===== config.mk =====
export PLATFORM = sky130hd
export DESIGN_NAME = imem_responder
export DESIGN_NICKNAME = d
export VERILOG_FILES = /design/src/rtl/imem_responder_pkg.sv /design/src/rtl/imem_responder_array.sv /design/src/rtl/imem_responder.sv
export SDC_FILE = /design/constraint.sdc
export NUM_CORES = 2
export LEC_CHECK = 0
export ABC_AREA = 0
export BUFFER_PORTS_ARGS = -buffer_cell sky130_fd_sc_hd__buf_2
export CORE_MARGIN = 4
export CORE_UTILIZATION = 35
export DETAILED_ROUTE_END_ITERATION = 10
export GPL_TIMING_DRIVEN = 0
export PLACE_DENSITY_LB_ADDON = 0.2
export SYNTH_ARGS = -nofsm -noshare
export SYNTH_HDL_FRONTEND = slang
export SYNTH_SLANG_ARGS = --single-unit

===== constraint.sdc =====
create_clock -name clk -period 2.85 [get_ports clk]
set_input_delay 0.4275 -clock clk [delete_from_list [all_inputs] [get_ports clk]]
set_output_delay 0.4275 -clock clk [all_outputs]
set_load 0.02 [all_outputs]

===== src/rtl/imem_responder_pkg.sv =====
// Shared definitions for the instruction-memory responder: FSM encoding,
// the NOP returned on misaligned fetches, and the word-index width helper.
package imem_responder_pkg;

    typedef enum logic [1:0] {
        ST_IDLE = 2'd0,
        ST_WAIT = 2'd1,
        ST_RESP = 2'd2
    } state_t;

    localparam logic [15:0] NOP_INSTR = 16'h0800;

    // Bits needed to index DEPTH words; at least one so slices stay legal.
    function automatic int word_idx_w(input int depth);
        return (depth <= 2) ? 1 : $clog2(depth);
    endfunction

endpackage


===== src/rtl/imem_responder_array.sv =====
// Instruction storage: one synchronous write port, one asynchronous read port.
// Contents are deliberately not reset so a loaded program survives rst.
module imem_array #(
    parameter int DEPTH = 256,
    parameter int AW    = 8
) (
    input  logic          clk,
    input  logic          we,
    input  logic [AW-1:0] waddr,
    input  logic [15:0]   wdata,
    input  logic [AW-1:0] raddr,
    output logic [15:0]   rdata
);

    logic [15:0] mem [DEPTH];

    always_ff @(posedge clk) begin
        if (we) begin
            mem[waddr] <= wdata;
        end
    end

    assign rdata = mem[raddr];

endmodule


===== src/rtl/imem_responder.sv =====
// Fixed-latency instruction fetch responder with flush and program-load port.
// Optional misalignment trap enabled by defining IMEM_ALIGN_CHECK_EN.
//
// state   | meaning
// --------+-----------------------------------------------------------
// ST_IDLE | ready for a fetch request (req_ready=1)
// ST_WAIT | request latched, latency down-counter running
// ST_RESP | response presented and held until resp_ready
module imem_responder
    import imem_responder_pkg::*;
#(
    parameter int LATENCY = 2,
    parameter int DEPTH   = 256
) (
    input  logic        clk,
    input  logic        rst,
    input  logic        req_valid,
    input  logic [15:0] req_addr,
    output logic        req_ready,
    output logic        resp_valid,
    input  logic        resp_ready,
    output logic [15:0] resp_instr,
    output logic        resp_err,
    input  logic        flush,
    input  logic        load_en,
    input  logic [15:0] load_addr,
    input  logic [15:0] load_data
);

    localparam int          AW       = word_idx_w(DEPTH);
    localparam logic [3:0]  CNT_LOAD = 4'(LATENCY - 1);

    state_t        state;
    logic [3:0]    cnt;
    logic [15:0]   addr_q;
    logic [15:0]   rdata;
    logic [15:0]   word;
    logic          load_hit;
    logic          misalign;
    logic          unused_addr_bits;

    imem_array #(
        .DEPTH (DEPTH),
        .AW    (AW)
    ) u_array (
        .clk   (clk),
        .we    (load_en),
        .waddr (load_addr[AW:1]),
        .wdata (load_data),
        .raddr (addr_q[AW:1]),
        .rdata (rdata)
    );

    // A write landing on the RESP-entry edge must reach the response.
    assign load_hit = load_en && (load_addr[AW:1] == addr_q[AW:1]);
    assign word     = load_hit ? load_data : rdata;

    assign unused_addr_bits = ^{req_addr, load_addr, addr_q};

`ifdef IMEM_ALIGN_CHECK_EN
    logic err_q;

    assign misalign = addr_q[0];
    assign resp_err = err_q;

    always_ff @(posedge clk or negedge rst) begin
        if (!rst) begin
            err_q <= 1'b0;
        end else if (flush) begin
            err_q <= 1'b0;
        end else if (state == ST_WAIT && cnt == 4'd0) begin
            err_q <= misalign;
        end else if (state == ST_RESP && resp_ready) begin
            err_q <= 1'b0;
        end
    end
`else
    assign misalign = 1'b0;
    assign resp_err = 1'b0;
`endif

    always_ff @(posedge clk or negedge rst) begin
        if (!rst) begin
            state      <= ST_IDLE;
            cnt        <= 4'd0;
            addr_q     <= 16'h0000;
            req_ready  <= 1'b1;
            resp_valid <= 1'b0;
            resp_instr <= 16'h0000;
        end else if (flush) begin
            state      <= ST_IDLE;
            cnt        <= 4'd0;
            req_ready  <= 1'b1;
            resp_valid <= 1'b0;
            resp_instr <= 16'h0000;
        end else begin
            case (state)
                ST_IDLE: begin
                    if (req_valid && req_ready) begin
                        addr_q    <= req_addr;
                        cnt       <= CNT_LOAD;
                        req_ready <= 1'b0;
                        state     <= ST_WAIT;
                    end
                end
                ST_WAIT: begin
                    if (cnt == 4'd0) begin
                        state      <= ST_RESP;
                        resp_valid <= 1'b1;
                        resp_instr <= misalign ? NOP_INSTR : word;
                    end else begin
                        cnt <= cnt - 4'd1;
                    end
                end
                ST_RESP: begin
                    if (resp_ready) begin
                        state      <= ST_IDLE;
                        resp_valid <= 1'b0;
                        resp_instr <= 16'h0000;
                        req_ready  <= 1'b1;
                    end
                end
                default: begin
                    state     <= ST_IDLE;
                    req_ready <= 1'b1;
                end
            endcase
        end
    end

endmodule


==> impl_metrics.csv <==
group,metric,value,unit
run_status,status,"finished with violations",
run_status,violations,"setup timing",
global_route,antenna_found_initial,19,
global_route,grt_usage,21.79,%
min_path,hold_path_class,"in -> reg",
power,leakagePower,0.06064,uW
synthesis,ys_types,68,
timing,hold_viol,0,
timing,fin_crit_sh,114.6,%
worst_setup_path,cp.arrival,4.18,ns
timing,worst_slew_pin_slew,1.234,ns
detailed_routing,drc,0,
worst_setup_path,startpoint_type,"register",
worst_setup_path,slowest_stage,"or4b_4",
timing,grt_setup_unrepaired,"true",
timing,finalWorstSetupSlack,-0.4175,ns
synthesis,syn-num-nets,7361,
worst_setup_path,crit_chain,"buf_12, buf_16, buf_16, buf_16, buf_6, buf_12, buf_8, buf_4, mux2i_1, o211ai_1, nor4_1, or4b_4, o21ai_1",
final_layout,fillers,38720,
die,core_area,452400,um2
cts,cts_sinks,4128,
place,placed_cell_area,172700,um2
detailed_routing,drt-initial-drc-count,10790,
synthesis,synth.area.mux_share,15.40,%
worst_setup_path,path_class,"reg -> reg",
final_layout,stdcell_area,194500,um2
power,p_per_area,862.8,nW/um2
timing,drv_slew,0,
run,drv_cap,0,
die,rows,247,
final_layout,drive_gt1_share,35.73,%
synthesis,synth_compound_area_share,2.646,%
place,port_buffers,50,
synthesis,ys.flop_type,"edfxtp_1",
worst_setup_path,slowest_delay,0.63,ns
cts,clk_pin_slew,0.06,ns
detailed_routing,vias,82140,
worst_setup_path,crit_top_cell,"buf_16",
timing,max-slew-margin-rel,17.72,%
cts,cts_buffer_depth,4,
synthesis,synth_xor_area_share,0.04409,%
synthesis,synth_fa_ha_area_share,0.01575,%
synthesis,synth_top_family_by_area,"multiplexers",
timing,setup_viol,69,
synthesis,ys.warnings.count,0,
detailed_routing,viasPerCell,5.642,
place,globalplace.congestion,0.9679,
die,die_h,681.9,um
timing,final.min_clock_period,3.267,ns
detailed_routing,first_pass_iters,8,
synthesis,syn_area_per_cell,21.76,um2
final_layout,final_nets,8277,
place,dp_hpwl,353100,um
cts,cts_max_level,5,
die,fp.dieArea,464900,um2
die,pin_count,73,
worst_setup_path,worst_ep_required_time,3.77,ns
cts,cts_tree,"built",
synthesis,yosys.area_share.simple,2.286,%
synthesis,seq_area_frac_synth,77.90,%
global_route,grt_max_degree,153,
detailed_routing,final_antenna_net_count,0,
cts,insertion_delay,1.01,ns
synthesis,synth_seq_cells,4128,
synthesis,synthArstFlopShare,0.7752,%
worst_setup_path,worstSetupEndpointType,"register",
cts,cts-root-buf,"clkbuf_16",
die,die_w,681.9,um
synthesis,synth_edf_count,4096,
cts,numCtsBuffers,421,
synthesis,netlist_area,158900,um2
detailed_routing,routed_wl,514700,um
timing,fin_skew,0.04872,ns
die,initial_core_util,35.13,%
timing,fmax,306.0,MHz
worst_setup_path,cp_max_fo,6,
global_route,grt_pass1_wl,697500,um
global_route,overflow,0,
detailed_routing,wire_per_inst,35.35,um
global_route,grt_pass1_vias,82000,
synthesis,syn_inst,7305,
final_layout,area_growth,22.36,%
power,p_total,167800,uW
power,peakVddDrop,0.6614,mV
per-stage QoR:
step	cells	worst slack, ns	utilization [%]	hold slack, ns	setup TNS [ns]
floorplan	7305	0.2570	-	0.1319	0
global placement	13330	-3.269	36.83	0.4860	-
detailed placement	13620	-2.744	38.16	0.5040	-4969.95
CTS	14510	-0.8620	42.67	0.008247	-467.50
global route	14550	-0.3762	42.98	0.07166	-4.941
finish	14560	-0.4175	42.98	0.1058	-6.795
layout by cell type, fill, tap and decap left out, types with 20 or more instances in the layout:
cell | synthesis | layout
edfxtp_1 | 4096 | 4096
mux4_2 | 848 | 854
clkbuf_16 | 0 | 429
mux2i_1 | 446 | 426
buf_8 | 6 | 272
nor2_2 | 0 | 232
a22oi_1 | 216 | 166
buf_4 | 90 | 149
nand2_1 | 165 | 142
clkbuf_1 | 149 | 123
buf_12 | 1 | 105
buf_16 | 0 | 103
clkinv_1 | 1 | 96
o22ai_1 | 180 | 95
buf_6 | 60 | 93
clkinv_2 | 0 | 76
nor3_4 | 0 | 71
o22ai_2 | 0 | 65
buf_2 | 120 | 51
a22oi_2 | 0 | 50
nand4_1 | 43 | 43
clkbuf_4 | 0 | 42
bufinv_16 | 0 | 42
nor2_4 | 0 | 40
clkbuf_2 | 0 | 39
nand3_1 | 54 | 33
nor2b_1 | 31 | 29
mux2_2 | 28 | 28
dlygate4sd3_1 | 0 | 28
dfrtp_1 | 31 | 26
nor3_2 | 0 | 23
a21oi_4 | 0 | 23
a21oi_1 | 48 | 20
o22ai_4 | 0 | 20
synthesized netlist by cell type (4+ instances only):
library cell     n  area share (%)
edfxtp_1      4096              77
mux4_2         848              12
mux2i_1        446             2.8
nor2_1         286            0.68
a22oi_1        216             1.0
o22ai_1        180            0.71
nand2_1        165            0.39
clkbuf_1       149            0.35
buf_2          120            0.38
nor3_1         110            0.35
buf_4           90            0.43
buf_6           60            0.43
nand3_1         54            0.17
a21oi_1         48            0.15
nand4_1         43            0.17
dfrtp_1         31            0.49
nor2b_1         31            0.12
mux2_2          28            0.20
mux4_1          23            0.38
a211oi_1        22            0.10
a31oi_1         21           0.083
o221ai_1        17           0.094
o21a_1          16           0.076
o21ai_1         16           0.050
o311ai_0        16           0.088
buf_1           13           0.031
nand2b_1        13           0.051
nor4_1          13           0.051
o211ai_1        12           0.057
or4b_1          11           0.069
a2111oi_0        9           0.050
a22o_1           7           0.039
o32ai_1          7           0.039
xor2_1           7           0.039
buf_8            6           0.057
inv_1            6           0.014
nor4b_1          6           0.033
o21ai_0          6           0.019
a221oi_1         5           0.028
nor4bb_1         5           0.031
nor4b_2          4           0.038
or2_2            4           0.016
repair_timing:
action / in CTS / in global routing
gates resized for setup: 1264 / 276
setup buffers: 104 / 45
endpoints found under the hold margin: 761 / 0
hold buffers: 28 / 0
cloned: 1 / 0
setup endpoints to repair: 2681 / 1468
pin swaps: 122 / 91
worst max-delay path: cells and delay by family, from the launching register on:
kind | cells | cell delay [ns]
AOI/OAI and AO/OA | 2 | 0.60
buffers and inverters | 8 | 1.18
DFF | 1 | 0.45
muxes | 1 | 0.16
and+or+nand+nor | 2 | 0.76
kinds of logic after synthesis:
kind of cell    Yosys count
simple gates            768
other cells               1
buf+inv                 447
flops                  4128
compound gates          606
mux                    1345
fa+ha+maj                 2
xor+xnor                  8
routing by layer:
metal / track usage, % / vias up / share of wire [%]
li1: - / 32770 / -
met1: 30.25 / 44780 / 41
met2: 34.15 / 3845 / 47
met3: 4.010 / 745 / 8.1
met4: 8.466 / 0 / 4.6
met5: 0 / - / 0
power by group:
group          internal, uW  leakage, uW  switching (uW)
Sequential            67000       0.0372             297
Clock                 31500      0.00661           23500
Combinational         18300       0.0168           27200
Total                117000       0.0606           51000
final cells by class:
cell class                 instances  area, um2  area share, %
timing repair buffer             509       7375          3.792
antenna                            9      22.52        0.01158
inverter                           7      26.28        0.01351
tap                             5976       7477          3.845
sequential                      4128     123800          63.67
clock inverter                   252       2464          1.267
buffer                           424       5192          2.670
clock buffer                     523      11130          5.722
multi-input combinational       2730      36970          19.01
final timing paths:
kind                       startpoint  depth (start not counted)  slack (ns)              to
max                         addr_q[2]                         13       -0.42  resp_instr[12]
min                         req_valid                          6        0.11          cnt[1]
max reg2reg                 addr_q[2]                         13       -0.42  resp_instr[12]
min reg2reg                    cnt[1]                          2        0.53          cnt[1]
max in group asynchronous         rst                          2        1.71       addr_q[6]
min in group asynchronous         rst                          2        0.25        state[1]
registers in the layout (all words and copies together) (netlist names):
name / cells
resp_valid: 1
cnt: 4
resp_instr: 16
u_array.mem: 4096
state: 2
addr_q: 8
req_ready: 1
Power figures use the tool's default switching activity.
